## config.mk

```make
export PLATFORM = sky130hd
export DESIGN_NAME = pipe_hazard_ctrl_flat
export DESIGN_NICKNAME = d
export VERILOG_FILES = /design/src/rtl/pipe_hazard_ctrl_if.sv /design/src/rtl/pipe_hazard_ctrl.sv /design/src/flat_wrapper.sv
export SDC_FILE = /design/constraint.sdc
export NUM_CORES = 1
export LEC_CHECK = 0
export BUFFER_PORTS_ARGS = -buffer_cell sky130_fd_sc_hd__buf_2
export CAP_MARGIN = 20
export CORE_ASPECT_RATIO = 1.5
export CORE_UTILIZATION = 47
export DETAILED_ROUTE_END_ITERATION = 10
export GPL_TIMING_DRIVEN = 0
export PLACE_DENSITY = 0.87
export SYNTH_ARGS = -nofsm -noshare
export SYNTH_HDL_FRONTEND = slang
export SYNTH_SLANG_ARGS = --single-unit
```

## constraint.sdc

```tcl
create_clock -name clk -period 2.15 [get_ports clk]
set_clock_uncertainty 0.2 [all_clocks]
set_input_delay 0.215 -clock clk [delete_from_list [all_inputs] [get_ports clk]]
set_output_delay 0.215 -clock clk [all_outputs]
set_load 0.05 [all_outputs]
```

## src/rtl/pipe_hazard_ctrl_if.sv

```systemverilog
// Hazard-control bundle between the pipeline datapath and the hazard controller.
// The slave modport is the controller side; the master modport is the datapath side.
interface pipe_hazard_ctrl_if;
    logic        mem_wait;
    logic        isLd_ALU;
    logic [4:0]  rd_ALU;
    logic [4:0]  RP1_OF;
    logic [4:0]  RP2_OF;
    logic        useRP1_OF;
    logic        useRP2_OF;
    logic        isBranchTaken;
    logic        isMulti_ALU;
    logic        multi_done;
    logic        stall_PC;
    logic        stall_IFOF;
    logic        stall_OFALU;
    logic        stall_ALUMA;
    logic        stall_MARW;
    logic        flush_IFOF;
    logic        flush_OFALU;
    logic        flush_ALUMA;
    logic        multi_start;
    logic        multi_err;
    logic [15:0] stall_cycles;
    logic [15:0] flush_events;

    modport slave (
        input  mem_wait, isLd_ALU, rd_ALU, RP1_OF, RP2_OF, useRP1_OF, useRP2_OF,
               isBranchTaken, isMulti_ALU, multi_done,
        output stall_PC, stall_IFOF, stall_OFALU, stall_ALUMA, stall_MARW,
               flush_IFOF, flush_OFALU, flush_ALUMA, multi_start, multi_err,
               stall_cycles, flush_events
    );

    modport master (
        output mem_wait, isLd_ALU, rd_ALU, RP1_OF, RP2_OF, useRP1_OF, useRP2_OF,
               isBranchTaken, isMulti_ALU, multi_done,
        input  stall_PC, stall_IFOF, stall_OFALU, stall_ALUMA, stall_MARW,
               flush_IFOF, flush_OFALU, flush_ALUMA, multi_start, multi_err,
               stall_cycles, flush_events
    );
endinterface

```

## src/rtl/pipe_hazard_ctrl.sv

```systemverilog
// Five-stage pipeline hazard controller: memory wait, multicycle sequencing with
// watchdog, taken-branch flush and load-use interlock, plus event counters.
module pipe_hazard_ctrl (
    input  logic              clk,
    input  logic              rst_n,
    pipe_hazard_ctrl_if.slave hz
);
    localparam logic [0:0] IDLE = 1'b0;
    localparam logic [0:0] BUSY = 1'b1;

    logic [0:0]  state, state_nxt;
    logic [7:0]  wdog, wdog_nxt;
    logic        err_set;
    logic        load_use;
    logic        s_pc, s_ifof, s_ofalu, s_aluma, s_marw;
    logic        f_ifof, f_ofalu, f_aluma, m_start;
    logic        multi_err;
    logic [15:0] stall_cycles, flush_events;

    function automatic logic [15:0] sat_inc16(input logic [15:0] v, input logic en);
        if (en && (v != 16'hFFFF))
            return v + 16'd1;
        return v;
    endfunction

    assign load_use = hz.isLd_ALU &&
                      ((hz.useRP1_OF && (hz.RP1_OF == hz.rd_ALU)) ||
                       (hz.useRP2_OF && (hz.RP2_OF == hz.rd_ALU)));

    always_comb begin
        s_pc      = 1'b0;
        s_ifof    = 1'b0;
        s_ofalu   = 1'b0;
        s_aluma   = 1'b0;
        s_marw    = 1'b0;
        f_ifof    = 1'b0;
        f_ofalu   = 1'b0;
        f_aluma   = 1'b0;
        m_start   = 1'b0;
        err_set   = 1'b0;
        state_nxt = state;
        wdog_nxt  = wdog;
        if (hz.mem_wait) begin
            // Whole pipe frozen; FSM and watchdog hold so a completion seen now is retried later.
            s_pc    = 1'b1;
            s_ifof  = 1'b1;
            s_ofalu = 1'b1;
            s_aluma = 1'b1;
            s_marw  = 1'b1;
        end else if (state == BUSY) begin
            if (hz.multi_done) begin
                state_nxt = IDLE;
                wdog_nxt  = 8'd0;
            end else begin
                s_pc    = 1'b1;
                s_ifof  = 1'b1;
                s_ofalu = 1'b1;
                f_aluma = 1'b1;
                if (wdog == 8'hFF) begin
                    err_set   = 1'b1;
                    state_nxt = IDLE;
                    wdog_nxt  = 8'd0;
                end else begin
                    wdog_nxt = wdog + 8'd1;
                end
            end
        end else if (hz.isMulti_ALU) begin
            m_start   = 1'b1;
            s_pc      = 1'b1;
            s_ifof    = 1'b1;
            s_ofalu   = 1'b1;
            f_aluma   = 1'b1;
            state_nxt = BUSY;
            wdog_nxt  = 8'd0;
        end else if (hz.isBranchTaken) begin
            f_ifof  = 1'b1;
            f_ofalu = 1'b1;
        end else if (load_use) begin
            s_pc    = 1'b1;
            s_ifof  = 1'b1;
            f_ofalu = 1'b1;
        end
    end

    always_ff @(posedge clk or negedge rst_n) begin
        if (!rst_n) begin
            state        <= IDLE;
            wdog         <= 8'd0;
            multi_err    <= 1'b0;
            stall_cycles <= 16'd0;
            flush_events <= 16'd0;
        end else begin
            state        <= state_nxt;
            wdog         <= wdog_nxt;
            multi_err    <= multi_err | err_set;
            stall_cycles <= sat_inc16(stall_cycles, s_pc);
            flush_events <= sat_inc16(flush_events, f_ifof | f_ofalu | f_aluma);
        end
    end

    // Reset gating keeps the controls quiet while rst_n is low, independent of inputs.
    assign hz.stall_PC     = rst_n & s_pc;
    assign hz.stall_IFOF   = rst_n & s_ifof;
    assign hz.stall_OFALU  = rst_n & s_ofalu;
    assign hz.stall_ALUMA  = rst_n & s_aluma;
    assign hz.stall_MARW   = rst_n & s_marw;
    assign hz.flush_IFOF   = rst_n & f_ifof;
    assign hz.flush_OFALU  = rst_n & f_ofalu;
    assign hz.flush_ALUMA  = rst_n & f_aluma;
    assign hz.multi_start  = rst_n & m_start;
    assign hz.multi_err    = multi_err;
    assign hz.stall_cycles = stall_cycles;
    assign hz.flush_events = flush_events;
endmodule

```

## src/flat_wrapper.sv

```systemverilog
// flat-port wrapper written by rule: the top's interface ports become plain ports
module pipe_hazard_ctrl_flat 
  (clk, rst_n, hz_mem_wait, hz_isLd_ALU, hz_rd_ALU, hz_RP1_OF, hz_RP2_OF, hz_useRP1_OF, hz_useRP2_OF, hz_isBranchTaken, hz_isMulti_ALU, hz_multi_done, hz_stall_PC, hz_stall_IFOF, hz_stall_OFALU, hz_stall_ALUMA, hz_stall_MARW, hz_flush_IFOF, hz_flush_OFALU, hz_flush_ALUMA, hz_multi_start, hz_multi_err, hz_stall_cycles, hz_flush_events);
  pipe_hazard_ctrl_if hz_i ();
  input  logic clk;
  input  logic rst_n;
  input wire logic [$bits(hz_i.mem_wait)-1:0] hz_mem_wait;
  input wire logic [$bits(hz_i.isLd_ALU)-1:0] hz_isLd_ALU;
  input wire logic [$bits(hz_i.rd_ALU)-1:0] hz_rd_ALU;
  input wire logic [$bits(hz_i.RP1_OF)-1:0] hz_RP1_OF;
  input wire logic [$bits(hz_i.RP2_OF)-1:0] hz_RP2_OF;
  input wire logic [$bits(hz_i.useRP1_OF)-1:0] hz_useRP1_OF;
  input wire logic [$bits(hz_i.useRP2_OF)-1:0] hz_useRP2_OF;
  input wire logic [$bits(hz_i.isBranchTaken)-1:0] hz_isBranchTaken;
  input wire logic [$bits(hz_i.isMulti_ALU)-1:0] hz_isMulti_ALU;
  input wire logic [$bits(hz_i.multi_done)-1:0] hz_multi_done;
  output wire logic [$bits(hz_i.stall_PC)-1:0] hz_stall_PC;
  output wire logic [$bits(hz_i.stall_IFOF)-1:0] hz_stall_IFOF;
  output wire logic [$bits(hz_i.stall_OFALU)-1:0] hz_stall_OFALU;
  output wire logic [$bits(hz_i.stall_ALUMA)-1:0] hz_stall_ALUMA;
  output wire logic [$bits(hz_i.stall_MARW)-1:0] hz_stall_MARW;
  output wire logic [$bits(hz_i.flush_IFOF)-1:0] hz_flush_IFOF;
  output wire logic [$bits(hz_i.flush_OFALU)-1:0] hz_flush_OFALU;
  output wire logic [$bits(hz_i.flush_ALUMA)-1:0] hz_flush_ALUMA;
  output wire logic [$bits(hz_i.multi_start)-1:0] hz_multi_start;
  output wire logic [$bits(hz_i.multi_err)-1:0] hz_multi_err;
  output wire logic [$bits(hz_i.stall_cycles)-1:0] hz_stall_cycles;
  output wire logic [$bits(hz_i.flush_events)-1:0] hz_flush_events;
  assign hz_i.mem_wait = hz_mem_wait;
  assign hz_i.isLd_ALU = hz_isLd_ALU;
  assign hz_i.rd_ALU = hz_rd_ALU;
  assign hz_i.RP1_OF = hz_RP1_OF;
  assign hz_i.RP2_OF = hz_RP2_OF;
  assign hz_i.useRP1_OF = hz_useRP1_OF;
  assign hz_i.useRP2_OF = hz_useRP2_OF;
  assign hz_i.isBranchTaken = hz_isBranchTaken;
  assign hz_i.isMulti_ALU = hz_isMulti_ALU;
  assign hz_i.multi_done = hz_multi_done;
  assign hz_stall_PC = hz_i.stall_PC;
  assign hz_stall_IFOF = hz_i.stall_IFOF;
  assign hz_stall_OFALU = hz_i.stall_OFALU;
  assign hz_stall_ALUMA = hz_i.stall_ALUMA;
  assign hz_stall_MARW = hz_i.stall_MARW;
  assign hz_flush_IFOF = hz_i.flush_IFOF;
  assign hz_flush_OFALU = hz_i.flush_OFALU;
  assign hz_flush_ALUMA = hz_i.flush_ALUMA;
  assign hz_multi_start = hz_i.multi_start;
  assign hz_multi_err = hz_i.multi_err;
  assign hz_stall_cycles = hz_i.stall_cycles;
  assign hz_flush_events = hz_i.flush_events;
  pipe_hazard_ctrl u_core (.clk(clk), .rst_n(rst_n), .hz(hz_i));
endmodule
```

==> impl_summary.log, run 1 <==
INFO  metric grt_max_degree = 43
INFO  metric layout.cells.most_common = sky130_fd_sc_hd__buf_2
INFO  metric min_path_type = in -> reg
INFO  metric post_route_cells_drive_above_1_share = 39.0%
INFO  metric routed_wl = 5230 um
INFO  metric final.setup.tns = -0.160 ns
INFO  metric synth_sequential_area_ratio = 46.2%
INFO  metric layout_setup_ws = -0.0929 ns
INFO  metric worst_r2r_path_depth = 7
INFO  metric post_drt_wl_per_cell = between 10 and 15 um
INFO  metric core = 4580 um^2
INFO  metric path_class = reg -> out
INFO  metric cts_tree = yes
INFO  metric i_o_buffers = between 60 and 70
INFO  metric place_congestion = 0.827
INFO  metric via_count = 2,012
INFO  metric stages_on_the_worst_setup_path = 8
INFO  metric first_pass_iters = 4
INFO  metric slowest_stage = sky130_fd_sc_hd__dfrtp_2
INFO  metric antenna_cells = 0
INFO  metric cts_buffer_depth = 2
INFO  metric crit_path_max_fanout = 4
INFO  metric critPathCaptureType = primary output
INFO  metric worst_path_most_repeated_cell = sky130_fd_sc_hd__buf_6
INFO  metric die_w = around 59 um
INFO  metric rsz0062_at_grt = true
INFO  metric drc_viols = 0
INFO  metric drt.antenna.violating_nets = 0
INFO  metric multiInputGateArea = about 1300 um^2
INFO  metric grt_pass1_wl = roughly 8000 um
INFO  metric synth-simple-area-share = a little under a quarter
INFO  metric filler_cell_count = between 300 and 400
INFO  metric irDropWorstVdd = 0.596 mV
INFO  metric hold_path_depth = 2
INFO  metric yosysWarningCount = 0
INFO  metric routed_via_density = ~5.3
INFO  metric first_iter_violations = about 110
INFO  metric synth_compound_area_share = roughly a tenth
INFO  metric run_status = finished, violations left
INFO  metric cellLeakagePower = between 1 and 1.5 nW
INFO  metric postSynthNetCount = between 200 and 300
INFO  metric cpPeakStageDelay = approximately 0.44 ns
INFO  metric cts.sink_count = 42
INFO  metric failed_checks = negative setup slack
INFO  metric cts.htree.levels = 2
INFO  metric slew-limit-headroom = between 60% and 70%
INFO  metric syn_inst = 230
INFO  metric start_util = between 40% and 50%
INFO  metric synth_area_per_cell = roughly 9.9 um^2
INFO  metric critical_path.top_delay_family = flip-flops
INFO  metric synth.mux.area_fraction = 1.43%
INFO  metric synth-adder-area-share = 1.65%
INFO  metric io_pins = 66
INFO  metric fin_crit = between 2 and 2.5 ns
INFO  metric root_buffer = sky130_fd_sc_hd__clkbuf_8
INFO  metric fp.dieArea = ~5000 um^2
INFO  metric num_rows = 30
INFO  metric finalCritPeriodShare = 104%
INFO  metric synth.area.top_cells = sky130_fd_sc_hd__dfrtp_1, sky130_fd_sc_hd__xor2_1, sky130_fd_sc_hd__xnor2_1
INFO  metric critical_path_required = about 1.7 ns
INFO  metric crit_arrival = 1.83 ns
INFO  metric finalSetupViolCount = 3
INFO  metric synth_top_area_cell = sky130_fd_sc_hd__dfrtp_1
INFO  metric finalMaxSlewViolations = 0
INFO  metric dp_hpwl = 3610 um
INFO  metric areaGrowthSynthToFinish = 32.9%
INFO  metric layout.cells.most_common_list = sky130_fd_sc_hd__buf_2, sky130_fd_sc_hd__dfrtp_1, sky130_fd_sc_hd__nor2_1
INFO  metric number_of_hold_violations_in_the_final_report = 0
INFO  metric die_height = slightly below 90 um
INFO  metric max_freq = 0.446 GHz
INFO  metric critical_path.startpoint_type = flop
INFO  metric seqCellArea = 1060 um^2
INFO  metric number_of_antenna_violations_at_the_first_check_in_global_routing = 0
INFO  metric clkTransAtPathRegs = ~0.070 ns
INFO  metric postLayoutCoreUtil = 66.0%
INFO  metric grt_pass1_vias = 1,900
INFO  metric synth_top_family_by_area = simple AND/OR/NAND/NOR gates
INFO  metric area_share_of_the_largest_cell_type_after_synthesis = between 40% and 50%
INFO  metric synth-seq-cells = 42
INFO  metric cellPowerDensity = roughly 1000 nW/um^2
INFO  metric clkLatencyLatePin = a little under 0.3 ns
INFO  metric post_synth_xor_area_fraction = ~15%
INFO  metric grt_overflow_total = 0
INFO  metric max_slew.worst_pin.slew = 0.490 ns
INFO  metric groute.usage.overall = roughly 20%
INFO  metric critical_path_buf_inv_count = 3
INFO  metric max_cap_violations = 0
INFO  metric syn_area = 2270 um^2
INFO  metric distinct_cell_type_count_of_the_synthesized_netlist = 40
INFO  metric layout.nets = around 340
INFO  metric cts_made_buffers = 5
INFO  metric crit_chain = nand2b_1, buf_6, nand2_8, a311oi_4, and2_4, nor2b_4, buf_6, buf_8
==> synth_stat cells (all sizes together) <==
cell and n:
dfrtp 42, nor2 24, xor2 21, xnor2 17, nand2 15, nand3 15
o21ai 12, and3 10, nand4 10, nor4 9, inv 8, nand2b 7
buf 5, a21oi 4, nor3 4, ha 3, a21o 2, and2 2
clkbuf 2, mux2 2, o21bai 2, o31ai 2, a22o 1, a311oi 1
a31o 1, a41o 1, a41oi 1, and4 1, mux2i 1, nor2b 1
nor4b 1, o21a 1, o31a 1, or2 1
==> metrics by stage <==
stage | total power [mW] | cell area [um^2] | worst slack (ns) | instances | hold slack, ns
2_1_floorplan | 2.19 | 2340 | -0.0833 | 230 | -0.281
3_3_place_gp | 2.49 | 2740 | -0.197 | 358 | 0.229
3_5_place_dp | 2.53 | 2740 | -0.215 | 358 | 0.231
4_1_cts | 3.08 | 2920 | -0.0700 | 371 | 0.200
5_1_grt | 3.29 | 3020 | -0.144 | 377 | 0.249
6_report | 3.14 | 3020 | -0.0929 | 377 | 0.224
==> report_power, final <==
| group | total [mW] | internal (mW) | leakage (nW) | switching [mW] |
|---|---|---|---|---|
| clock | 0.519 | 0.259 | 0.0482 | 0.260 |
| combinational | 1.43 | 0.440 | 0.843 | 0.988 |
| sequential | 1.19 | 0.978 | 0.522 | 0.213 |
==> final timing paths <==
kind | start | end | slack [ns]
max | u_core.state | hz_stall_PC | -0.09
min | hz_mem_wait | u_core.state | 0.22
max reg2reg | u_core.hz.flush_events[1] | u_core.hz.flush_events[7] | -0.04
min reg2reg | u_core.hz.multi_err | u_core.hz.multi_err | 0.27
max in group asynchronous | rst_n | u_core.hz.flush_events[0] | 1.25
min in group asynchronous | rst_n | u_core.hz.flush_events[9] | 0.28
==> area by class of cell <==
class | instances | share of cell area [%]
repair buffers | 75 | 14.2
plain buffers | 7 | 1.99
clock buffers | 7 | 2.86
multi-input cells | 173 | 41.9
flip-flops and latches | 42 | 35.2
clock inverters | 1 | 0.166
well taps | 64 | 2.65
inverters | 8 | 0.994
==> routing by layer <==
layer,vias to the layer above,track usage [%],share of wire [%]
met5,-,0,0
met4,0,8.23,1.4
met3,7,4.16,4.2
met2,74,37.1,56
met1,967,23.1,39
li1,964,-,-
==> cells by family (layout without fill, tap and decap cells) <==
logic type / Yosys count / after routing
buffers and inverters: 15 / 98
AO/OA/AOI/OAI: 29 / 29
XOR/XNOR: 38 / 38
AND/OR/NAND/NOR: 100 / 100
multiplexers: 3 / 3
flip-flops: 42 / 42
adder cells (fa/ha/maj): 3 / 3
==> state kept, by name (all words and copies together) (netlist names) <==
name / cells
u_core.hz.flush_events: 16
u_core.hz.stall_cycles: 16
u_core.wdog: 8
u_core.hz.multi_err: 1
u_core.state: 1
==> repair_timing <==
item	in CTS	in global routing
hold buffers	2	0
hold endpoints to repair	42	0
gates resized for setup	13	12
cloned	0	1
setup buffers	3	5
endpoints found under the setup margin	8	24
pin swaps	2	5
==> worst register-to-register path: stages (launching register included) <==
cell and delay [ns]:
sky130_fd_sc_hd__dfrtp_2 0.44, sky130_fd_sc_hd__ha_4 0.17, sky130_fd_sc_hd__and3_4 0.17, sky130_fd_sc_hd__and3_4 0.19
sky130_fd_sc_hd__a41oi_4 0.16, sky130_fd_sc_hd__o31ai_4 0.17, sky130_fd_sc_hd__nor4_1 0.39, sky130_fd_sc_hd__xor2_1 0.21
(Power assumes the default switching activity.)
==> inputs of run 2 (changes only) <==
CORE_MARGIN = 2   (was unset)
==> run 2 against run 1 <==
Design area rose by 1.3%. Sequential power barely moved. Final cell count rose by 1.3%. Register-to-register slack improved by 0.13 ns. Flip-flop and latch count did not move. Routed wire length rose by 2.8%. The flow still finishes with violations (negative setup slack). Global-route usage fell by 0.56 points. Critical path depth did not move. Count of clock-buffer cells in the layout fell by 2. Highest routed layer unchanged. Clock power rose by 22%. Combinational power barely moved. Core utilization fell by 1.3 points.
==> impl_summary.log, run 2 (synthesis gave the netlist of run 1 again) <==
INFO  metric first_iter_violations = between 100 and 150
INFO  metric layout.cells.most_common_list = sky130_fd_sc_hd__buf_2, sky130_fd_sc_hd__dfrtp_1, sky130_fd_sc_hd__nor2_1
INFO  metric core = ~4700 um^2
INFO  metric critPathCaptureType = primary output
INFO  metric place_congestion = between 0.8 and 0.9
INFO  metric timing.rr.start = u_core.hz.flush_events[1]
INFO  metric drt.antenna.violating_nets = 0
INFO  metric layout.cells.most_common = sky130_fd_sc_hd__buf_2
INFO  metric hold_path_startpoint = hz_mem_wait
INFO  metric finalHoldWorstSlack = between 0.15 and 0.2 ns
INFO  metric worst-r2r-setup-slack = 0.09 ns
INFO  metric routed_wl = around 5400 um
INFO  metric finalPower = between 3 and 4 mW
INFO  metric drc_viols = 0
INFO  metric slew-limit-headroom = a little under three quarters
INFO  metric max_cap_violations = 0
INFO  metric crit_arrival = between 1.5 and 2 ns
INFO  metric fin_crit = about 2.2 ns
INFO  metric cellPowerDensity = approximately 1100 nW/um^2
INFO  metric cellLeakagePower = about 1.4 nW
INFO  metric grt_pass1_vias = 1,880
INFO  metric clkLatencyLatePin = ~0.3 ns
INFO  metric filler_cell_count = 391
INFO  metric grt_max_degree = 43
INFO  metric critical_path.reg2reg.endpoint = u_core.hz.flush_events[1]
INFO  metric groute.usage.overall = roughly a fifth
INFO  metric design_area = between 3000 and 4000 um^2
INFO  metric i_o_buffers = 64
INFO  metric dp_hpwl = about 3700 um
INFO  metric first_pass_iters = 4
INFO  metric multiInputGateArea = 1260 um^2
INFO  metric rsz0062_at_grt = true
INFO  metric seqCellArea = 1060 um^2
INFO  metric via_count = approximately 2,000
INFO  metric die_w = around 61 um
INFO  metric irDropWorstVdd = 1.02 mV
INFO  metric grt_overflow_total = 0
INFO  metric layout.nets = 342
INFO  metric critical_path.startpoint_type = flop
INFO  metric grt_pass1_wl = approximately 8200 um
INFO  metric areaGrowthSynthToFinish = 34.7%
INFO  metric cts_buffer_depth = 2
INFO  metric largestRegisters = u_core.hz.flush_events x16, u_core.hz.stall_cycles x16, u_core.wdog x8
INFO  metric clkTransAtPathRegs = around 0.080 ns
INFO  metric layout_setup_ws = -0.0337 ns
INFO  metric min_path_type = in -> reg
INFO  metric number_of_hold_violations_in_the_final_report = 0
INFO  metric finalCritPeriodShare = 102%
INFO  metric max_freq = 0.458 GHz
INFO  metric finalMaxSlewViolations = 0
INFO  metric detailed_place.area = roughly 2700 um^2
INFO  metric post_drt_wl_per_cell = 14.1 um
INFO  metric die_height = between 80 and 90 um
INFO  metric fp.dieArea = ~5400 um^2
INFO  metric start_util = just under 50%
INFO  metric antenna_cells = 0
INFO  metric cts_tree = yes
INFO  metric number_of_antenna_violations_at_the_first_check_in_global_routing = 0
INFO  metric worst_r2r_path_depth = 7
INFO  metric io_pins = 66
INFO  metric crit_path_max_fanout = 5
INFO  metric hold_path_depth = 2
INFO  metric cts.sink_count = 42
INFO  metric max_slew.worst_pin.slew = roughly 0.44 ns
INFO  metric routed_via_density = approximately 5.3
INFO  metric root_buffer = sky130_fd_sc_hd__clkbuf_8
INFO  metric cts.htree.levels = 2
INFO  metric cts_made_buffers = 5
INFO  metric run_status = finished, violations left
INFO  metric post_route_cells_drive_above_1_share = between 40 and 50%
INFO  metric path_class = reg -> out
INFO  metric finalSetupViolCount = 1
INFO  metric failed_checks = negative setup slack
INFO  metric timing.hold.worst_endpoint = u_core.state
INFO  metric critical_path_required = 1.74 ns
INFO  metric num_rows = 31
run 2: cell types whose count changed in the layout (fill, tap and decap cells not counted), sizes merged:
cell    delta
buf        +2
bufinv     +1
inv        +1
clkbuf     -1
run 2: cell type report:
| type | count | area share, % |
|---|---|---|
| multi-input combinational | 173 | 41.2 |
| sequential | 42 | 34.7 |
| timing repair buffer | 78 | 14.7 |
| tap | 66 | 2.70 |
| clock buffer | 5 | 2.25 |
| buffer | 7 | 1.96 |
| clock inverter | 3 | 1.43 |
| inverter | 8 | 0.981 |
run 2: how the worst max path moves through the flow:
stage,from,endpoint,slack (ns),depth (start not counted)
2_1_floorplan,hz_rd_ALU[3],hz_flush_OFALU,-0.08,5
3_3_place_gp,u_core.state,hz_stall_PC,-0.21,8
3_5_place_dp,u_core.state,hz_stall_PC,-0.25,8
4_1_cts,u_core.state,hz_stall_PC,-0.04,8
5_1_grt,u_core.state,hz_stall_PC,-0.11,8
6_report,u_core.state,hz_stall_PC,-0.03,8
run 2: report_power, final:
group / switching, mW / total [mW] / leakage, nW / internal (mW)
sequential: 0.209 / 1.19 / 0.522 / 0.978
combinational: 0.986 / 1.43 / 0.862 / 0.444
clock: 0.286 / 0.634 / 0.0585 / 0.348
run 2: critical path, stage by stage (launching register included):
cell	delay, ns
sky130_fd_sc_hd__dfrtp_2	0.43
sky130_fd_sc_hd__nand2b_1	0.09
sky130_fd_sc_hd__buf_6	0.11
sky130_fd_sc_hd__nand2_4	0.05
sky130_fd_sc_hd__a311oi_2	0.28
sky130_fd_sc_hd__and2_4	0.22
sky130_fd_sc_hd__nor2b_4	0.04
sky130_fd_sc_hd__buf_6	0.11
sky130_fd_sc_hd__buf_8	0.14
run 2: through the flow:
step | util, % | TNS [ns] | setup WS (ns) | std cells
after floorplan | - | -0.117 | -0.0833 | 230
after global placement | 58.0 | -0.555 | -0.208 | 360
after detailed placement | 58.0 | -0.809 | -0.251 | 360
after CTS | 63.1 | -0.0428 | -0.0428 | 377
after global routing | 64.7 | -0.181 | -0.110 | 382
final | 64.7 | -0.0337 | -0.0337 | 382
run 2: metal layers:
layer / part of all wire [%] / vias to the layer above / routed length (um) / track usage [%]
li1: - / 969 / - / -
met1: 38 / 988 / 2030 / 21.1
met2: 55 / 74 / 2990 / 38.5
met3: 4.6 / 11 / 246 / 3.04
met4: 2.2 / 0 / 120 / 7.31
met5: 0 / - / 0 / 0
run 2: timing repair:
action	4_1_cts	5_1_grt
pin swaps	3	3
setup endpoints to repair	18	19
gates cloned	0	2
gates resized for setup	16	12
hold buffers	2	0
endpoints found under the hold margin	42	0
setup buffers	7	3
